### config.mk
export PLATFORM = sky130hd
export DESIGN_NAME = ex_muldiv_unit
export DESIGN_NICKNAME = d
export VERILOG_FILES = /design/src/rtl/ex_muldiv_unit_pkg.sv /design/src/rtl/ex_muldiv_unit_div_step.sv /design/src/rtl/ex_muldiv_unit.sv
export SDC_FILE = /design/constraint.sdc
export NUM_CORES = 1
export LEC_CHECK = 0
export ABC_CLOCK_PERIOD_IN_PS = 3800
export CORE_ASPECT_RATIO = 0.9
export CORE_MARGIN = 2
export CORE_UTILIZATION = 50
export CTS_CLUSTER_DIAMETER = 40
export DETAILED_ROUTE_END_ITERATION = 16
export PLACE_DENSITY = 0.72
export SLEW_MARGIN = 20
export SYNTH_ARGS = -nofsm -noshare
export SYNTH_HDL_FRONTEND = slang
export SYNTH_HIERARCHICAL = 1
export SYNTH_SLANG_ARGS = --single-unit
### constraint.sdc
create_clock -name clk -period 3.8 [get_ports clk]
set_input_delay 0.57 -clock clk [delete_from_list [all_inputs] [get_ports clk]]
set_output_delay 0.57 -clock clk [all_outputs]
set_load 0.005 [all_outputs]
### src/rtl/ex_muldiv_unit_pkg.sv
// ex_muldiv_unit_pkg: shared types and op-decode helpers for the RV32M
// multiply/divide execute unit.
package ex_muldiv_unit_pkg;

    // funct3 encoding of the M-extension ops
    typedef enum logic [2:0] {
        MUL    = 3'b000,
        MULH   = 3'b001,
        MULHSU = 3'b010,
        MULHU  = 3'b011,
        DIV    = 3'b100,
        DIVU   = 3'b101,
        REM    = 3'b110,
        REMU   = 3'b111
    } muldiv_op_t;

    typedef enum logic [1:0] {
        MD_IDLE = 2'd0,
        MD_BUSY = 2'd1,
        MD_DONE = 2'd2
    } muldiv_state_t;

    // Divide/remainder family lives in the upper half of funct3.
    function automatic logic is_div(input logic [2:0] op);
        return op[2];
    endfunction

    // rs1 is treated as signed. MUL is deliberately unsigned: its low half
    // is identical either way, so the cheaper path is used.
    function automatic logic is_signed_a(input logic [2:0] op);
        return (op == MULH) || (op == MULHSU) || (op == DIV) || (op == REM);
    endfunction

    // rs2 is treated as signed (MULHSU keeps rs2 unsigned).
    function automatic logic is_signed_b(input logic [2:0] op);
        return (op == MULH) || (op == DIV) || (op == REM);
    endfunction

endpackage

### src/rtl/ex_muldiv_unit_div_step.sv
// ex_div_step: one restoring-division iteration. Shifts the next dividend
// bit out of the quotient register into the partial remainder, tries to
// subtract the divisor, and records the resulting quotient bit.
module ex_div_step #(
    parameter int XLEN = 32
) (
    input  logic [XLEN-1:0] rem_i,
    input  logic [XLEN-1:0] quot_i,
    input  logic [XLEN-1:0] divisor_i,
    output logic [XLEN-1:0] rem_o,
    output logic [XLEN-1:0] quot_o
);

    logic [XLEN:0] shifted;
    logic [XLEN:0] diff;
    logic          fits;

    // Partial remainder is always < divisor, so shifted < 2*divisor and the
    // top bit of the XLEN+1 wide difference is a reliable borrow flag.
    always_comb begin
        shifted = {rem_i, quot_i[XLEN-1]};
        diff    = shifted - {1'b0, divisor_i};
        fits    = ~diff[XLEN];
        rem_o   = fits ? diff[XLEN-1:0] : shifted[XLEN-1:0];
        quot_o  = {quot_i[XLEN-2:0], fits};
    end

endmodule

### src/rtl/ex_muldiv_unit.sv
// ex_muldiv_unit: multi-cycle RV32M execute unit (MUL/MULH/MULHSU/MULHU,
// DIV/DIVU/REM/REMU) with valid/ready handshakes and flush.
// Operands are reduced to magnitudes on accept, a 1 bit/cycle shift-add or
// restoring shift-subtract runs for XLEN cycles, then one finalize cycle in
// DONE applies the sign fix and loads the output registers.
// Optional build macro: MULDIV_FAST_MUL_EN -- MUL* become a single-cycle
// combinational multiply (accept goes straight to DONE).
module ex_muldiv_unit
    import ex_muldiv_unit_pkg::*;
#(
    parameter int XLEN  = 32,
    parameter int TAG_W = 5
) (
    input  logic             clk,
    input  logic             rst_n,
    input  logic             flush,
    input  logic             in_valid,
    output logic             in_ready,
    input  logic [2:0]       in_op,
    input  logic [XLEN-1:0]  in_src_a,
    input  logic [XLEN-1:0]  in_src_b,
    input  logic [TAG_W-1:0] in_tag,
    output logic             out_valid,
    input  logic             out_ready,
    output logic [XLEN-1:0]  out_result,
    output logic [TAG_W-1:0] out_tag,
    output logic             busy
);

    localparam int CNT_W = $clog2(XLEN);
    localparam logic [1:0] ST_IDLE = MD_IDLE;
    localparam logic [1:0] ST_BUSY = MD_BUSY;
    localparam logic [1:0] ST_DONE = MD_DONE;
    localparam logic [XLEN-1:0] MIN_NEG = {1'b1, {(XLEN-1){1'b0}}};
    localparam logic [CNT_W-1:0] LAST_ITER = CNT_W'(XLEN - 1);

    // hi/lo double as product {hi,lo} for multiply and {remainder,quotient}
    // for divide; opb holds the multiplicand or the divisor.
    logic [1:0]       state_q, state_d;
    logic [CNT_W-1:0] cnt_q, cnt_d;
    logic [2:0]       op_q, op_d;
    logic [TAG_W-1:0] tag_q, tag_d;
    logic [XLEN-1:0]  opb_q, opb_d;
    logic [XLEN-1:0]  hi_q, hi_d;
    logic [XLEN-1:0]  lo_q, lo_d;
    logic             sign_main_q, sign_main_d;   // product / quotient sign
    logic             sign_rem_q, sign_rem_d;     // remainder sign
    logic             special_q, special_d;       // lo_q already holds final result
    logic             out_valid_q, out_valid_d;
    logic [XLEN-1:0]  out_result_q, out_result_d;
    logic [TAG_W-1:0] out_tag_q, out_tag_d;

    // Accept-time decode
    logic            accept;
    logic            a_neg, b_neg;
    logic [XLEN-1:0] abs_a, abs_b;
    logic            div_by_zero, div_ovf;
    logic [XLEN-1:0] special_val;

    // Iteration datapath
    logic [XLEN:0]   mul_sum;
    logic [XLEN-1:0] div_rem, div_quot;

    // Finalize datapath
    logic [2*XLEN-1:0] prod_fix;
    logic [XLEN-1:0]   quot_fix, rem_fix, final_result;

    assign in_ready   = (state_q == ST_IDLE);
    assign busy       = (state_q != ST_IDLE);
    assign out_valid  = out_valid_q;
    assign out_result = out_result_q;
    assign out_tag    = out_tag_q;
    assign accept     = in_valid & in_ready & ~flush;

    // Operand magnitudes, signs and the two short-circuit divide cases
    always_comb begin
        a_neg       = is_signed_a(in_op) & in_src_a[XLEN-1];
        b_neg       = is_signed_b(in_op) & in_src_b[XLEN-1];
        abs_a       = a_neg ? -in_src_a : in_src_a;
        abs_b       = b_neg ? -in_src_b : in_src_b;
        div_by_zero = is_div(in_op) & (in_src_b == '0);
        div_ovf     = is_div(in_op) & ~in_op[0] & (in_src_a == MIN_NEG) & (in_src_b == '1);
        if (div_by_zero) begin
            special_val = in_op[1] ? in_src_a : '1;
        end else begin
            special_val = in_op[1] ? '0 : in_src_a;
        end
    end

`ifdef MULDIV_FAST_MUL_EN
    logic [2*XLEN-1:0] fast_prod;
    assign fast_prod = {{XLEN{1'b0}}, abs_a} * {{XLEN{1'b0}}, abs_b};
`endif

    // Shift-add step: add multiplicand on the current multiplier bit, then
    // shift the whole product right, consuming one multiplier bit from lo.
    assign mul_sum = {1'b0, hi_q} + {1'b0, (lo_q[0] ? opb_q : {XLEN{1'b0}})};

    ex_div_step #(.XLEN(XLEN)) u_div_step (
        .rem_i     (hi_q),
        .quot_i    (lo_q),
        .divisor_i (opb_q),
        .rem_o     (div_rem),
        .quot_o    (div_quot)
    );

    // Sign fix of magnitude results and selection of the architectural result
    always_comb begin
        prod_fix = sign_main_q ? -{hi_q, lo_q} : {hi_q, lo_q};
        quot_fix = sign_main_q ? -lo_q : lo_q;
        rem_fix  = sign_rem_q ? -hi_q : hi_q;
        if (special_q) begin
            final_result = lo_q;
        end else if (is_div(op_q)) begin
            final_result = op_q[1] ? rem_fix : quot_fix;
        end else if (op_q == MUL) begin
            final_result = prod_fix[XLEN-1:0];
        end else begin
            final_result = prod_fix[2*XLEN-1:XLEN];
        end
    end

    // FSM and datapath next-state
    always_comb begin
        state_d      = state_q;
        cnt_d        = cnt_q;
        op_d         = op_q;
        tag_d        = tag_q;
        opb_d        = opb_q;
        hi_d         = hi_q;
        lo_d         = lo_q;
        sign_main_d  = sign_main_q;
        sign_rem_d   = sign_rem_q;
        special_d    = special_q;
        out_valid_d  = out_valid_q;
        out_result_d = out_result_q;
        out_tag_d    = out_tag_q;

        case (state_q)
            ST_IDLE: begin
                if (accept) begin
                    op_d        = in_op;
                    tag_d       = in_tag;
                    cnt_d       = '0;
                    special_d   = 1'b0;
                    sign_main_d = a_neg ^ b_neg;
                    sign_rem_d  = a_neg;
                    hi_d        = '0;
                    if (is_div(in_op)) begin
                        lo_d  = abs_a;
                        opb_d = abs_b;
                        if (div_by_zero || div_ovf) begin
                            special_d = 1'b1;
                            lo_d      = special_val;
                            state_d   = ST_DONE;
                        end else begin
                            state_d = ST_BUSY;
                        end
                    end else begin
`ifdef MULDIV_FAST_MUL_EN
                        {hi_d, lo_d} = fast_prod;
                        state_d      = ST_DONE;
`else
                        lo_d    = abs_b;
                        opb_d   = abs_a;
                        state_d = ST_BUSY;
`endif
                    end
                end
            end
            ST_BUSY: begin
                if (is_div(op_q)) begin
                    hi_d = div_rem;
                    lo_d = div_quot;
                end else begin
                    hi_d = mul_sum[XLEN:1];
                    lo_d = {mul_sum[0], lo_q[XLEN-1:1]};
                end
                if (cnt_q == LAST_ITER) begin
                    state_d = ST_DONE;
                end else begin
                    cnt_d = cnt_q + 1'b1;
                end
            end
            ST_DONE: begin
                if (!out_valid_q) begin
                    out_valid_d  = 1'b1;
                    out_result_d = final_result;
                    out_tag_d    = tag_q;
                end else if (out_ready) begin
                    out_valid_d = 1'b0;
                    state_d     = ST_IDLE;
                end
            end
            default: begin
                state_d = ST_IDLE;
            end
        endcase

        if (flush) begin
            state_d     = ST_IDLE;
            out_valid_d = 1'b0;
        end
    end

    // State registers with asynchronous reset
    always_ff @(posedge clk or negedge rst_n) begin
        if (!rst_n) begin
            state_q      <= ST_IDLE;
            cnt_q        <= '0;
            op_q         <= '0;
            tag_q        <= '0;
            opb_q        <= '0;
            hi_q         <= '0;
            lo_q         <= '0;
            sign_main_q  <= 1'b0;
            sign_rem_q   <= 1'b0;
            special_q    <= 1'b0;
            out_valid_q  <= 1'b0;
            out_result_q <= '0;
            out_tag_q    <= '0;
        end else begin
            state_q      <= state_d;
            cnt_q        <= cnt_d;
            op_q         <= op_d;
            tag_q        <= tag_d;
            opb_q        <= opb_d;
            hi_q         <= hi_d;
            lo_q         <= lo_d;
            sign_main_q  <= sign_main_d;
            sign_rem_q   <= sign_rem_d;
            special_q    <= special_d;
            out_valid_q  <= out_valid_d;
            out_result_q <= out_result_d;
            out_tag_q    <= out_tag_d;
        end
    end

endmodule
# After elaboration in Yosys (flattened, before gate mapping)
# Cells that the tools add are included.
[totals] reg_bits=152 inputBits=77 output_inout_bits=40 elab_cells=106
[classes] addsub=8 eq_ne=15 n_mux=40 n_bitwise=13 n_reduce_logical=17
[ops] op="$mux W32" n=20
[ops] op="$neg A32 Y32" n=4
[ops] op="$pmux W32 S2" n=2
[ops] op="$eq A32 B32 Y1 const B" n=2
[ops] op="$mux W64" n=1
[ops] op="$neg A64 Y64" n=1
[ops] op="$add A32 B32 Y33" n=1
[ops] op="$sub A33 B32 Y33" n=1
[ops] op="$logic_not A32 Y1" n=1
[ops] op="$mux W2" n=7
[ops] op="$mux W5" n=2
[ops] op="$pmux W5 S2" n=1
[ops] op="$ne A3 B3 Y1 const B" n=3
[ops] op="$and A1 B1 Y1" n=8
[ops] op="$eq A3 B3 Y1 const B" n=2
[ops] op="$logic_or A1 B1 Y1" n=6
[ops] op="$mux W1" n=6
[ops] op="$pmux W2 S3" n=1
[ops] op="$reduce_and A2 Y1" n=3
[ops] op="$reduce_bool A2 Y1" n=3
[ops] op="$add A5 B1 Y5 const B" n=1
[ops] op="$eq A5 B5 Y1 const B" n=1
[ops] op="$not A1 Y1" n=4
[ops] op="$reduce_and A4 Y1" n=1
[ops] op="other kinds (11)" n=11

# Depth between registers and ports, before layout
[depth] word_depth=10 ltp_mapped=19

# Modules after synthesis
# The synthesis kept the hierarchy.
[by_module_without_submodules] module="ex_muldiv_unit" n_inst=1 cells_each=1801 area_each_um2=13678.1
[by_module_without_submodules] module="ex_div_step" n_inst=1 cells_each=337 area_each_um2=2598.7

# Worst setup path before layout
# No wires, ideal clock.
[synth_path] path_type="register to register" from="register hi_q[0]" to="register hi_q[15]" setup_ns=0.127 arrival_time_ns=3.393 path_slack_ns=0.280 path_stages_with_launch=17 n_path_buf=2 period_less_slack_ns=3.520 cell_sequence="dfrtp_1 inv_1 fa_1 and2b_1 o2111ai_2 a21oi_2 o2111ai_1 a211oi_2 nor2_4 mux2i_4 and2_4 buf_12 inv_8 buf_12 mux2_4 a222oi_1 inv_1"
[synth_between] elab_chain_len=4
[synth_lines] item="start: declaration" line_no="ex_muldiv_unit.sv:44" source="logic [XLEN-1:0] hi_q, hi_d;"
[synth_lines] item="start signal: assignment" line_no="ex_muldiv_unit.sv:228" source="hi_q <= hi_d;"
[synth_lines] item="$sub A33 B32 Y33" line_no="ex_muldiv_unit_div_step.sv:22" source="diff = shifted - {1'b0, divisor_i};"
[synth_lines] item="$mux W32" line_no="ex_muldiv_unit_div_step.sv:24" source="rem_o = fits ? diff[XLEN-1:0] : shifted[XLEN-1:0];"
[synth_lines] item="named net div_rem[15]" line_no="ex_muldiv_unit.sv:62" source="logic [XLEN-1:0] div_rem, div_quot;"
[synth_lines] item="$mux W32" line_no="ex_muldiv_unit.sv:172" source="if (is_div(op_q)) begin"
[synth_lines] item="$pmux W32 S2" line_no="ex_muldiv_unit.sv:139" source="case (state_q)"
# The timed path passes the listed nets, and every way through them passes these cells.
# A chain may end at the register's enable or synchronous reset.

# Worst setup path after layout
[layout_path] from="register opb_q[0]" to="register hi_q[15]"
[layout_between] elab_chain_len=4
[layout_lines] item="start: declaration" line_no="ex_muldiv_unit.sv:43" source="logic [XLEN-1:0] opb_q, opb_d;"
[layout_lines] item="start signal: assignment" line_no="ex_muldiv_unit.sv:227" source="opb_q <= opb_d;"
[layout_lines] item="$sub A33 B32 Y33" line_no="ex_muldiv_unit_div_step.sv:22"
[layout_lines] item="$mux W32" line_no="ex_muldiv_unit_div_step.sv:24"
[layout_lines] item="named net div_rem[15]" line_no="ex_muldiv_unit.sv:62"
[layout_lines] item="$mux W32" line_no="ex_muldiv_unit.sv:172"
[layout_lines] item="$pmux W32 S2" line_no="ex_muldiv_unit.sv:139"
# The timed path passes the listed nets, and every way through them passes these cells.

==> summary by stage <==
Clock tree
Buffers inserted to repair hold after CTS numbered 0. The clock latency at the later pin of the worst-skew pair is 450 ps. The deepest level of the CTS H-tree is 4. In this run the deepest clock path goes through 2 buffers. The TritonCTS clock tree is done. The CTS root buffer is sky130_fd_sc_hd__clkbuf_16. Clock tree synthesis inserted a total of 17 buffers. For this design, the sink count on the clock tree is 152. The clock slew seen by the registers of the worst setup and hold paths is 80 ps.

Final layout
In the final design database the tool counted 2381 nets. The filler cell count in the final layout is 2944. The leading cell type in the layout, fill and taps excluded is sky130_fd_sc_hd__nand2_1. The area of all sequential standard cells is 3810 sq um. Of the cells placed in the final design, the portion with a size suffix greater than 1 is 0.112.

The library cells used most frequently in the layout, excluding fill and tap cells, are sky130_fd_sc_hd__nand2_1 (241), sky130_fd_sc_hd__o21ai_0 (222), sky130_fd_sc_hd__dfrtp_1 (150). 0 antenna diodes ended up in the layout. The synthesis-to-finish area growth is 15.4%. The total area of multi-input combinational cells is 11400 sq um.

Pwr
The leakage power is 7.83 nW. The largest voltage drop on the vdd net is 0.451 mV. The power per unit of standard cell area is 789 nW/um^2.

Floorplan
The floorplan has 62 rows. The die covers 34000 sq um. The number of top-level pins is 117.

The overall die height is 175 um. The total area inside the core boundary comes to 32000 sq um. The starting utilization of the core area is 0.509. The die span in x is 194 um.

Yosys
The count of unique library cells instantiated by Yosys is 99. The cell count after synthesis came out at 2138. The xor-xnor portion of the synthesized cell area is 0.105.

The share of the synthesized area in the top cell type is 0.234. The count of flip-flops with a built-in enable after synthesis is 0. The number of warnings issued by yosys is 6. Synthesis produced a netlist with a net count of 2288. In this run, synthesis produced a sequential element count of 152.

Of the post-synthesis cell area, the part taken by muxes is 0.0497. Of the total synthesized cell area, the portion taken by full adders, half adders and majority gates is 0.0570. By area the synthesized netlist is led by sky130_fd_sc_hd__dfrtp_1 (23%), sky130_fd_sc_hd__o21ai_0 (6.8%), sky130_fd_sc_hd__nand2_1 (5.6%). The biggest area contributor in the post-synthesis netlist is sky130_fd_sc_hd__dfrtp_1. The post-synthesis instance area is 16300 sq um. Among all flip-flop cells after synthesis, the most frequent one is sky130_fd_sc_hd__dfrtp_1. After synthesis, the largest family of logic cells by area is compound AO/OA/AOI/OAI gates. The mean area per synthesized cell is 7.61 sq um. The fraction of the mapped netlist area in simple logic gates is 0.219. For this run, the register share of the synthesized area comes to 0.234. The area fraction in compound gates after synthesis is 0.266.

The share of flip-flops with an asynchronous set or reset after synthesis is 1.00.

Worst setup path
The required time of the worst setup path is 4140 ps. The number of cells traversed by the worst register-to-register path is 14. The critical path class is register to register.

The setup check on the worst reg-to-reg path leaves a slack of 180 ps. The biggest fanout along the worst timing path is 24. The startpoint type of the worst setup path is a register. The data arrival at the endpoint of the critical path is 3960 ps. The launching point of the worst reg2reg path is opb_q[0]. STA classifies the critical path endpoint as a register. The end of the worst register-to-register path is hi_q[15].

Global routing
The initial antenna violation count came to 1. Global routing finished with a remaining overflow of 0. The number of global-route vias before repair is 16500. The largest net degree at the start of global routing is 96. The first global-routing pass estimated 98800 um of wire. The overall fraction of global-route tracks in use is 0.373.

Flow run
Across the run, the number of max-cap violations was 0.

STA
The transition time at the pin with the least slew margin is 1050 ps. The number of endpoints with negative hold slack in the final report is 0. The headroom to the max-slew limit is 0.303. Setup violations remaining at the end of the flow were counted as 0. The maximum operating frequency is 276 MHz.

Setup repair after global routing left no endpoint under its margin. On the final layout, the worst clock skew is 10.3 ps. The total negative slack for setup checks is 0 ps.

The fraction of the cycle the final worst path needs is 0.953. The minimum clock period is 3620 ps. The post-route worst hold slack is 216 ps. The count of pins over their slew limit is 0.

Route
Dividing the detail-routed via count by the number of cells gives 6.68. The routed design has 64400 um of wire. The routed via count is 17800.

The routed length per placed instance is 24.2 um. The count of routing violations after the opening detailed-route iteration is 2309. The number of iterations in the first detailed-routing pass is 6. Once detail routing completed, the nets flagged for antenna violations numbered 0. After detailed routing, the number of remaining DRC violations is 0.

Placed design
The routability congestion estimate is 1.03. Buffers placed on the I/O ports in this run total 116. The half-perimeter wire length after detailed placement is 49400 um.

Status
The flow ran to the end, and the final reports show no timing, DRC or antenna violations.

Worst hold path
In this run the worst hold path is classified as input pin to asynchronous set/reset pin.
[repair_timing]
item	in CTS	in global routing
resized for setup	0	3
buffers inserted	0	0
setup endpoints to repair	0	19
[cell usage after synthesis (8+ instances only)]
library cell	instances
sky130_fd_sc_hd__mux2_4	19
sky130_fd_sc_hd__a31oi_1	40
sky130_fd_sc_hd__nor2_1	136
sky130_fd_sc_hd__ha_1	71
sky130_fd_sc_hd__o21ai_0	222
sky130_fd_sc_hd__o21a_1	13
sky130_fd_sc_hd__a22oi_1	17
sky130_fd_sc_hd__or4_1	19
sky130_fd_sc_hd__xnor2_1	102
sky130_fd_sc_hd__o211ai_1	16
sky130_fd_sc_hd__nand4_1	26
sky130_fd_sc_hd__and3_1	19
sky130_fd_sc_hd__nand2b_1	16
sky130_fd_sc_hd__nand3_1	70
sky130_fd_sc_hd__nor4_1	20
sky130_fd_sc_hd__a221oi_1	17
sky130_fd_sc_hd__and2_1	38
sky130_fd_sc_hd__o21bai_1	8
sky130_fd_sc_hd__o221ai_1	19
sky130_fd_sc_hd__o41ai_1	14
sky130_fd_sc_hd__a21o_1	36
sky130_fd_sc_hd__nor3_1	48
sky130_fd_sc_hd__mux2i_1	31
sky130_fd_sc_hd__nand2_1	241
sky130_fd_sc_hd__nor2b_1	18
sky130_fd_sc_hd__mux2_2	17
sky130_fd_sc_hd__o31ai_1	38
sky130_fd_sc_hd__or2_2	8
sky130_fd_sc_hd__o22ai_1	26
sky130_fd_sc_hd__buf_1	12
sky130_fd_sc_hd__or3_1	31
sky130_fd_sc_hd__clkbuf_1	120
sky130_fd_sc_hd__inv_1	60
sky130_fd_sc_hd__a21oi_1	139
sky130_fd_sc_hd__xor2_1	94
sky130_fd_sc_hd__buf_4	35
sky130_fd_sc_hd__a211oi_1	17
sky130_fd_sc_hd__dfrtp_1	152
[state kept, by name (all words and copies together) (netlist names), 2 cells and up]
| signal | cells |
|---|---|
| op_q | 3 |
| out_tag | 5 |
| state_q | 2 |
| opb_q | 32 |
| hi_q | 32 |
| out_result | 32 |
| tag_q | 5 |
| lo_q | 32 |
| cnt_q | 5 |
[cells by family (layout without fill, tap and decap cells)]
logic type | count (synthesis) | count (layout)
DFF | 152 | 152
muxes | 68 | 68
xor gates and xnor gates | 196 | 196
adders and majority gates | 73 | 73
AOI/OAI and AO/OA | 684 | 684
buffers and inverters | 242 | 348
and+or+nand+nor | 723 | 723
[cell type report]
class / instances / share of cell area
clock inverters: 15 / 0.00959
multi-input cells: 1744 / 0.606
flip-flops and latches: 152 / 0.203
clock buffers: 17 / 0.0227
repair buffers: 254 / 0.119
well taps: 416 / 0.0277
inverters: 62 / 0.0131
[per-layer routing]
metal  routed length [um]  vias up  GRT usage
met5                    0        -          0
met4                 3090        0      0.163
met3                 6840      199     0.0672
met2                27400     1148      0.557
met1                27000     8465      0.527
li1                     -     7967          -
[stage by stage]
stage          power (mW)   util  area [sq um]  instances  setup slack, ps
2_1_floorplan        9.67      -         16300       2138              280
3_3_place_gp         12.4  0.568         18200       2628             86.4
3_5_place_dp         12.6  0.568         18200       2628             92.1
4_1_cts              14.5  0.587         18800       2660              125
5_1_grt              15.7  0.588         18800       2660             4.64
6_report             14.8  0.588         18800       2660              178
[worst max-delay path by stage]
stage	startpoint	to	slack, ps	depth (start not counted)
2_1_floorplan	hi_q[0]	hi_q[15]	280	16
6_report	opb_q[0]	hi_q[15]	180	14
4_1_cts	opb_q[0]	hi_q[15]	130	14
5_1_grt	opb_q[0]	hi_q[22]	5	14
3_3_place_gp	in_src_b[16]	state_q[0]	90	12
3_5_place_dp	in_src_b[9]	lo_q[23]	90	9
[where the power goes]
group | leakage [nW] | switching (mW) | internal (mW) | total, mW
clock | 0.294 | 0.835 | 0.997 | 1.83
combinational | 5.65 | 5.80 | 4.27 | 10.1
sequential | 1.88 | 0.710 | 2.21 | 2.92
[critical path, cell delays in order, from the launching register on]
cell and delay (ps):
sky130_fd_sc_hd__dfrtp_1 400, sky130_fd_sc_hd__ha_1 220, sky130_fd_sc_hd__fa_1 400, sky130_fd_sc_hd__and2b_1 250
sky130_fd_sc_hd__o2111ai_2 140, sky130_fd_sc_hd__a21oi_2 240, sky130_fd_sc_hd__o2111ai_2 220, sky130_fd_sc_hd__a211oi_2 290
sky130_fd_sc_hd__nor2_4 100, sky130_fd_sc_hd__mux2i_4 180, sky130_fd_sc_hd__and2_4 210, sky130_fd_sc_hd__clkinv_8 170
sky130_fd_sc_hd__mux2_4 340, sky130_fd_sc_hd__a222oi_1 250, sky130_fd_sc_hd__inv_1 70
(Power assumes the default switching activity.)
